<file path="src/rtl/inv_subbytes_seq.sv">
// inv_subbytes_seq: sequenced inverse SubBytes engine.
// The 128-bit state is pushed through LANES shared inv_sbox instances,
// one group of LANES bytes per cycle, over N = 16/LANES cycles.
// Optional feature macro: INV_SUBBYTES_SEQ_MASK_EN (captures in_mask and XORs
// it into every byte before inversion; when undefined in_mask is ignored).
//
// Handshake rules (both ports): a transfer happens on a rising edge where
// valid and ready are both sampled high. The producer holds valid and its
// data steady until that edge. in_ready is high only in IDLE. out_valid is
// high only in DONE, and out_data does not change while out_valid is high.

// Inverse AES S-box: inverse affine map followed by GF(2^8) inversion.
module inv_sbox (
    input  logic [7:0] in_byte_i,
    output logic [7:0] out_byte_o
);

    // GF(2^8) multiply modulo x^8 + x^4 + x^3 + x + 1.
    function automatic logic [7:0] gf_mul(input logic [7:0] a, input logic [7:0] b);
        logic [7:0] p;
        logic [7:0] aa;
        p  = 8'h00;
        aa = a;
        for (int i = 0; i < 8; i++) begin
            if (b[i]) p = p ^ aa;
            aa = aa[7] ? ((aa << 1) ^ 8'h1b) : (aa << 1);
        end
        return p;
    endfunction

    logic [7:0] aff;
    logic [7:0] x2, x4, x8, x16, x32, x64, x128;

    // Undo the affine transform, then invert via x^254 = x^2*x^4*...*x^128.
    always_comb begin
        aff  = {in_byte_i[6:0], in_byte_i[7]}
             ^ {in_byte_i[4:0], in_byte_i[7:5]}
             ^ {in_byte_i[1:0], in_byte_i[7:2]}
             ^ 8'h05;
        x2   = gf_mul(aff, aff);
        x4   = gf_mul(x2, x2);
        x8   = gf_mul(x4, x4);
        x16  = gf_mul(x8, x8);
        x32  = gf_mul(x16, x16);
        x64  = gf_mul(x32, x32);
        x128 = gf_mul(x64, x64);
        out_byte_o = gf_mul(gf_mul(gf_mul(x2, x4), gf_mul(x8, x16)),
                            gf_mul(gf_mul(x32, x64), x128));
    end

endmodule

module inv_subbytes_seq #(
    parameter int LANES = 4
) (
    input  logic         clk,
    input  logic         rst,
    input  logic         in_valid,
    output logic         in_ready,
    input  logic [0:127] in_data,
    input  logic [0:7]   in_mask,
    output logic         out_valid,
    input  logic         out_ready,
    output logic [0:127] out_data,
    output logic         busy
);

    localparam int N  = 16 / LANES;
    localparam int CW = (N > 1) ? $clog2(N) : 1;

    // Only divisors of 16 give an even split of the state into groups.
    generate
        if (!(LANES == 1 || LANES == 2 || LANES == 4 || LANES == 8 || LANES == 16)) begin : g_bad_lanes
            $error("inv_subbytes_seq: LANES must be 1, 2, 4, 8 or 16");
        end
    endgenerate

    typedef enum logic [1:0] {
        IDLE = 2'd0,
        RUN  = 2'd1,
        DONE = 2'd2
    } state_t;

    state_t          state_q, state_d;
    logic [CW-1:0]   cnt_q, cnt_d;
    logic [0:127]    src_q, src_d;
    logic [0:127]    out_q, out_d;
    logic [0:7]      mask_v;
    logic [7:0]      lane_in  [LANES];
    logic [7:0]      lane_out [LANES];

`ifdef INV_SUBBYTES_SEQ_MASK_EN
    logic [0:7]      mask_q, mask_d;
    assign mask_v = mask_q;
`else
    // Mask port kept for a stable port list; its value never reaches logic.
    logic            unused_mask;
    assign unused_mask = ^in_mask;
    assign mask_v      = 8'h00;
`endif

    // Select the current group's source bytes and apply the mask.
    always_comb begin
        for (int l = 0; l < LANES; l++) begin
            lane_in[l] = src_q[(int'(cnt_q) * LANES + l) * 8 +: 8] ^ mask_v;
        end
    end

    genvar gl;
    generate
        for (gl = 0; gl < LANES; gl++) begin : g_lane
            inv_sbox u_sbox (
                .in_byte_i  (lane_in[gl]),
                .out_byte_o (lane_out[gl])
            );
        end
    endgenerate

    // Next-state logic: capture in IDLE, one group per RUN cycle, hold in DONE.
    always_comb begin
        state_d = state_q;
        cnt_d   = cnt_q;
        src_d   = src_q;
        out_d   = out_q;
`ifdef INV_SUBBYTES_SEQ_MASK_EN
        mask_d  = mask_q;
`endif
        case (state_q)
            IDLE: begin
                if (in_valid) begin
                    src_d   = in_data;
`ifdef INV_SUBBYTES_SEQ_MASK_EN
                    mask_d  = in_mask;
`endif
                    cnt_d   = '0;
                    state_d = RUN;
                end
            end
            RUN: begin
                for (int l = 0; l < LANES; l++) begin
                    out_d[(int'(cnt_q) * LANES + l) * 8 +: 8] = lane_out[l];
                end
                if (cnt_q == CW'(N - 1)) begin
                    cnt_d   = '0;
                    state_d = DONE;
                end else begin
                    cnt_d   = cnt_q + CW'(1);
                end
            end
            DONE: begin
                if (out_ready) state_d = IDLE;
            end
            default: begin
                state_d = IDLE;
                cnt_d   = '0;
            end
        endcase
    end

    // State registers; reset discards any in-flight block.
    always_ff @(posedge clk) begin
        if (rst) begin
            state_q <= IDLE;
            cnt_q   <= '0;
            src_q   <= '0;
            out_q   <= '0;
`ifdef INV_SUBBYTES_SEQ_MASK_EN
            mask_q  <= '0;
`endif
        end else begin
            state_q <= state_d;
            cnt_q   <= cnt_d;
            src_q   <= src_d;
            out_q   <= out_d;
`ifdef INV_SUBBYTES_SEQ_MASK_EN
            mask_q  <= mask_d;
`endif
        end
    end

    assign in_ready  = (state_q == IDLE);
    assign out_valid = (state_q == DONE);
    assign busy      = (state_q == RUN) || (state_q == DONE);
    assign out_data  = out_q;

endmodule
</file>
<file path="config.mk">
export PLATFORM = sky130hd
export DESIGN_NAME = inv_subbytes_seq
export DESIGN_NICKNAME = d
export VERILOG_FILES = /design/src/rtl/inv_subbytes_seq.sv
export SDC_FILE = /design/constraint.sdc
export NUM_CORES = 2
export LEC_CHECK = 0
export CAP_MARGIN = 30
export CORE_ASPECT_RATIO = 1.4
export CORE_UTILIZATION = 44
export DETAILED_ROUTE_END_ITERATION = 6
export GPL_TIMING_DRIVEN = 0
export SLEW_MARGIN = 0
export SYNTH_ARGS = -nofsm -noshare
export SYNTH_HDL_FRONTEND = slang
export SYNTH_SLANG_ARGS = --single-unit
</file>
<file path="constraint.sdc">
create_clock -name clk -period 21.9 [get_ports clk]
set_clock_uncertainty 0.05 [all_clocks]
set_input_delay 6.57 -clock clk [delete_from_list [all_inputs] [get_ports clk]]
set_output_delay 6.57 -clock clk [all_outputs]
set_load 0.05 [all_outputs]
</file>
# After elaboration in Yosys (flattened, before gate mapping)
# Cells that the tools add are included.
dict set report op_classes {
  n_shift 12
  bitwise 661
  n_addsub 8
  eq_ne 6
  muxes 707
  n_reduce_logical 5
}
# operator count
set ops {}
lappend ops {{8-bit two-way mux} 416}
lappend ops {{8-bit XOR} 372}
lappend ops {{5-bit two-way mux} 280}
lappend ops {{4-bit inverter} 280}
lappend ops {{129-bit by 33-bit variable shift with 128-bit output, first input constant} 4}
lappend ops {{128-bit by 32-bit variable part select with 129-bit output} 4}
lappend ops {{129-bit by 33-bit variable part select with 128-bit output} 4}
lappend ops {{128-bit bitwise mux} 4}
lappend ops {{32-bit negator with 33-bit output} 4}
lappend ops {{8-bit inverter with 32-bit output} 3}
lappend ops {{7-bit inverter with 32-bit output} 1}
lappend ops {{2-bit case mux with 3 select lines} 2}
lappend ops {{4-bit by 2-bit adder with 5-bit output, second input constant} 2}
lappend ops {{2-bit two-way mux} 5}
lappend ops {{2-bit inverter} 4}
lappend ops {{4-bit by 1-bit adder with 5-bit output, second input constant} 1}
lappend ops {{2-bit == test, second input constant} 2}
lappend ops {{2-bit inequality test, second input constant} 2}
lappend ops {{2-bit AND reduction} 2}
lappend ops {{3-bit AND reduction} 1}
lappend ops {{2-bit by 1-bit adder with 2-bit output, second input constant} 1}
lappend ops {{2-bit by 1-bit == test with 1-bit output, second input constant} 1}
lappend ops {{2-bit logical NOT} 1}
lappend ops {{2-bit by 1-bit inequality test with 1-bit output, second input constant} 1}
lappend ops {{other kinds (2)} 2}
dict set report totals {
  in_bits 140
  out_inout_bits 131
  reg_bits 260
  elab_cells 1403
}

# Depth between registers and ports, before layout
dict set report logic_depth {
  word_depth 152
  ltp_mapped 77
  ltp_nobuf 62
}

# Modules after synthesis
# Synthesis repeated with hierarchy kept, for this count alone.
dict set report unflattened {
  hier_cells 8773
  hier_area_um2 64989.8
}
# module seq_area_each_um2 instances cells_per_inst area_per_inst_um2
set modules_own_cells {}
lappend modules_own_cells {{inv_sbox (g_lane[1].u_sbox ...)} 0.0 3 1882 13332.8}
lappend modules_own_cells {{inv_sbox (g_lane[0].u_sbox)} 0.0 1 2062 15061.9}
lappend modules_own_cells {inv_subbytes_seq 5205.0 1 1065 9929.5}

# Worst setup path after synthesis
# OpenSTA, ideal clock, no wires.
dict set report synth_path {
  kind {register -> register}
  startpoint {register cnt_q[0]}
  endpoint {register out_q (netlist bit out_data[122])}
  n_path_buf 13
  stages_incl_launch_ff 73
  t_arrival_ns 17.131
  required_ns 21.724
  setup_slack_ns 4.593
  setup_time_ns 0.126
  period_less_slack_ns 17.307
  path_cell_list {dfxtp_1 > buf_6 > buf_12 > buf_12 > buf_2 > mux4_2 > xnor2_2 > buf_2 > xnor2_1 > inv_1 > ha_1 > buf_1 > o21ai_0 > o22ai_1 > xnor2_1 > inv_2 > buf_2 > ha_1 > [37 not listed] > clkbuf_1 > ha_1 > xnor2_1 > xor2_1 > and2_1 > xnor2_1 > nor2_1 > xnor2_1 > nand2_1 > o21ai_0 > xnor3_1 > xor2_1 > nor2b_1 > xnor2_1 > xnor2_1 > xnor2_1 > xnor2_1 > o21ai_1}
}
dict set report synth_via {
  elab_chain_cells 145
  word_cells_on_any_way 1379
  classes_between {add/sub (7); shift (12); mux (700); bitwise (660)}
}
# element line
set synth_rtl {}
lappend synth_rtl {{start: declaration} 85} ;# logic [CW-1:0] cnt_q, cnt_d;
lappend synth_rtl {{start signal: assignment} 172} ;# cnt_q <= cnt_d;
lappend synth_rtl {{4-bit by 1-bit adder with 5-bit output / 7-bit inverter with 32-bit output (equally long branches)} {105, 141}}
lappend synth_rtl {{8-bit inverter with 32-bit output (implied by the code) / 128-bit by 32-bit variable part select with 129-bit output (equally long branches)} {105, 141}}
lappend synth_rtl {{128-bit by 32-bit variable part select with 129-bit output / 8-bit XOR (equally long branches)} {105, 37}}
lappend synth_rtl {{8-bit XOR (on tied branches)} {37, 38}}
lappend synth_rtl {{8-bit XOR / 2-bit inverter (equally long branches)} --}
lappend synth_rtl {{2-bit inverter (no source line) / 8-bit two-way mux (equally long branches)} --}
lappend synth_rtl {{8-bit two-way mux / 8-bit XOR (equally long branches)} 25} ;# if (b[i]) p = p ^ aa;
lappend synth_rtl {{8-bit XOR / 8-bit two-way mux (equally long branches)} 25}
lappend synth_rtl {{[128 not listed]} --}
lappend synth_rtl {{8-bit two-way mux / 8-bit XOR (equally long branches)} 25}
lappend synth_rtl {{8-bit XOR / 8-bit two-way mux (equally long branches)} 25}
lappend synth_rtl {{8-bit two-way mux / 8-bit XOR (equally long branches)} 25}
lappend synth_rtl {{8-bit XOR / 8-bit two-way mux (equally long branches)} 25}
lappend synth_rtl {{8-bit two-way mux / 129-bit by 33-bit variable part select with 128-bit output (equally long branches)} {25, 141}}
lappend synth_rtl {{129-bit by 33-bit variable part select with 128-bit output / 128-bit bitwise mux (equally long branches)} 141} ;# out_d[(int'(cnt_q) * LANES + l) * 8 +: 8] = lane_out[l];
lappend synth_rtl {{128-bit bitwise mux (2 in a row)} 141}
lappend synth_rtl {{128-bit bitwise mux (*)} 141}
lappend synth_rtl {{end signal: assignment} 174} ;# out_q <= out_d;
lappend synth_rtl {{end: declaration} 87} ;# logic [0:127] out_q, out_d;
# Every way passes the cells marked *; elsewhere a longest branch is shown, timed or not.
# A chain may end at the register's enable or synchronous reset.

# Worst setup path after layout
dict set report layout_path {
  startpoint {register cnt_q[1]}
  endpoint {register out_q (netlist bit out_data[92])}
}
# The elaborated chain is that of the path after synthesis.

==> run metrics <==
status=complete, but fails checks; failing checks=design-rule violations; Worst Tran Pin Value=1.08 ns; most common cell in the synthesized netlist=xnor2_1; maxcap violations=0; reg2reg path depth=70; # DRC=9; syn avg cell area=7.28 um^2; GRT overflow=0; Worst Hold Endpoint=out_data[30]; r2r endpoint=out_data[92]; Die ar.=144000 um^2; critical path class=register to register; Worst EP arrival=21.44 ns; Post-synth EDFFs=0; CTS root buf=clkbuf_16; Max-slew headroom=27.6%; Placed Area=68100 um^2; antenna violations before repair=9; synthesized area=62800 um^2; crit end category=register; clock slew at reported path FFs=0.07 ns; worst hold start=out_data[30]; Bufs on Longest Clock Path=3; final worst path period share=95.9%; Final nets=9132; Total Routing Usage GR=28.8%; Initial Util=44.5%; Post-Layout Inst Area=69500 um^2; Hold WC Path Type=register to register; first-pass GRT wire length=339000 um; Area contributors post-synth=xnor2_1 25%, dfxtp_1 8.3%, nand2_1 6.9%; final estimated routing congestion in global placement=0.971; proportion of layout cells with a drive suffix above 1=6.82%; Die Y=449 um; total wire length=218000 um; H-tree levels=1; CTS Sinks=260; Yosys top cell by area=xnor2_1; list of most frequent post-synthesis cells=1807 x xnor2_1, 1147 x nand2_1, 1062 x nor2_1, 516 x a21oi_1, 436 x xor2_1; I/O Buffers=262; CP startpoint kind=register; Yosys warning count=0; met2 usage=51.5%; Hold Vio Cnt, Final=0; Yosys top cell area share=25.2%; Worst EP required=22.34 ns; GRT met3 Usage=2.51%; Post-CTS Hold Buffers=0; reg2reg setup slack=0.90 ns; minimum clock period=21.00 ns; Crit-path slowest cell=or4_4; critical path fanouts, max=10; DR vias=62400; Post-DRT Antenna Nets=0; Seq/Total Area, Yosys=8.28%; Mapped Nets=8803; number of global-route vias before repair=59400; first-iteration detailed-routing DRC count=5062; commonest register cell after synthesis=dfxtp_1; GRT busiest layer=met2; via density per instance=5.73; Max Clk Rate=47.6 MHz; Async SR Flop Fraction=0%; GRT met1 Usage=35.8%; Skew-Pair Late Insertion Delay=0.63 ns; CTS tree=done; TritonRoute pass-1 iters=7; Ports=271; worst hold stages=2; final core occ=49.2%; Worst path max stage delay=0.58 ns; core area=141000 um^2; largest net degree at the start of global routing=16; Max Slew Vio Count=0; RSZ-0062 raised after global routing=false; DR WL/cell=20.0 um; synthesized instance count=8630; #FFs+latches synth=260; Area growth, synth to finish=10.7%; final setup violation count=0; RR Startpoint=cnt_q[1]; Final HPWL DP=172000 um; Distinct cells, synth=121; Die X=321 um; CTS buffer count=30; num rows=163
-- logic make-up after synthesis --
logic type,synth area share [%]
and+or+nand+nor,21.9
AOI/OAI and AO/OA,17.0
adders and majority gates,0.705
buffers and inverters,4.84
xor gates and xnor gates,42.6
DFF,8.28
muxes,4.70
-- worst max-delay path, delay by kind of cell, from the launching register on --
kind | cells | cell delay [ns]
adders and majority gates | 6 | 2.43
xor gates and xnor gates | 19 | 5.89
and+or+nand+nor | 9 | 2.55
buffers and inverters | 21 | 5.21
DFF | 1 | 0.57
muxes | 2 | 0.69
AOI/OAI and AO/OA | 13 | 3.35
-- flip-flops by register name, summed over array words and instances, names as in the netlist --
name,flops
cnt_q,2
out_data,128
src_q,128
state_q,2
-- metrics by stage --
stage / std cells / hold slack [ns] / TNS, ns / worst slack [ns]
floorplan: 8630 / 0.383 / 0 / 4.59
CTS: 10900 / 0.404 / 0 / 0.0337
finish: 10900 / 0.401 / 0 / 0.905
detailed placement: 10800 / 0.393 / -20.85 / -0.860
global placement: 10800 / 0.385 / -24.28 / -0.962
global route: 10900 / 0.419 / 0 / 0.00131
-- per-layer routing --
metal  part of all wire (%)  wire length, um
met4                    3.6             7770
met5                  0.011               23
met1                     41            89600
met2                     50           108000
met3                    5.8            12700
-- worst max-delay path by stage --
stage	from	endpoint	slack, ns
floorplan	cnt_q[0]	out_data[122]	4.59
global placement	cnt_q[1]	out_data[127]	-0.96
detailed placement	cnt_q[1]	out_data[58]	-0.86
CTS	cnt_q[0]	out_data[66]	0.03
global route	cnt_q[1]	out_data[57]	0.001
finish	cnt_q[1]	out_data[92]	0.90
-- what timing repair did --
action                                  4_1_cts  5_1_grt
endpoints found under the setup margin       50       96
resized for setup                            20       40
pin swaps                                     0        6
gates cloned                                  0        0
buffers inserted                              0        6
-- layout make-up --
| cell class | count | area [um^2] |
|---|---|---|
| diodes | 2 | 5.00 |
| plain buffers | 558 | 2510 |
| clock buffers | 41 | 852 |
| clock inverters | 14 | 130 |
| fillers | 14200 | 71800 |
| inverters | 138 | 519 |
| multi-input cells | 7670 | 54900 |
| flip-flops and latches | 260 | 5200 |
| well taps | 1897 | 2370 |
| repair buffers | 301 | 2990 |
-- placed cells by master, fill, tap and decap left out, types with 65 or more instances in the layout --
master,instances
xnor3_1,169
o21ai_1,76
clkdlybuf4s50_1,262
xnor2_1,1768
nand2_1,1147
nand3_1,199
nor3_1,190
a21oi_1,516
buf_4,65
dfxtp_1,260
clkbuf_1,342
xnor2_2,122
inv_1,117
xor2_1,431
o21ai_0,339
a31oi_1,70
mux2i_1,162
a211oi_1,67
nor2_1,1060
nor2b_1,102
buf_2,122
o22ai_1,83
nand2b_1,99
Power is left out: the tool's default activity adds up to more than one toggle a clock period on the data nets, which glitch-free logic cannot reach.
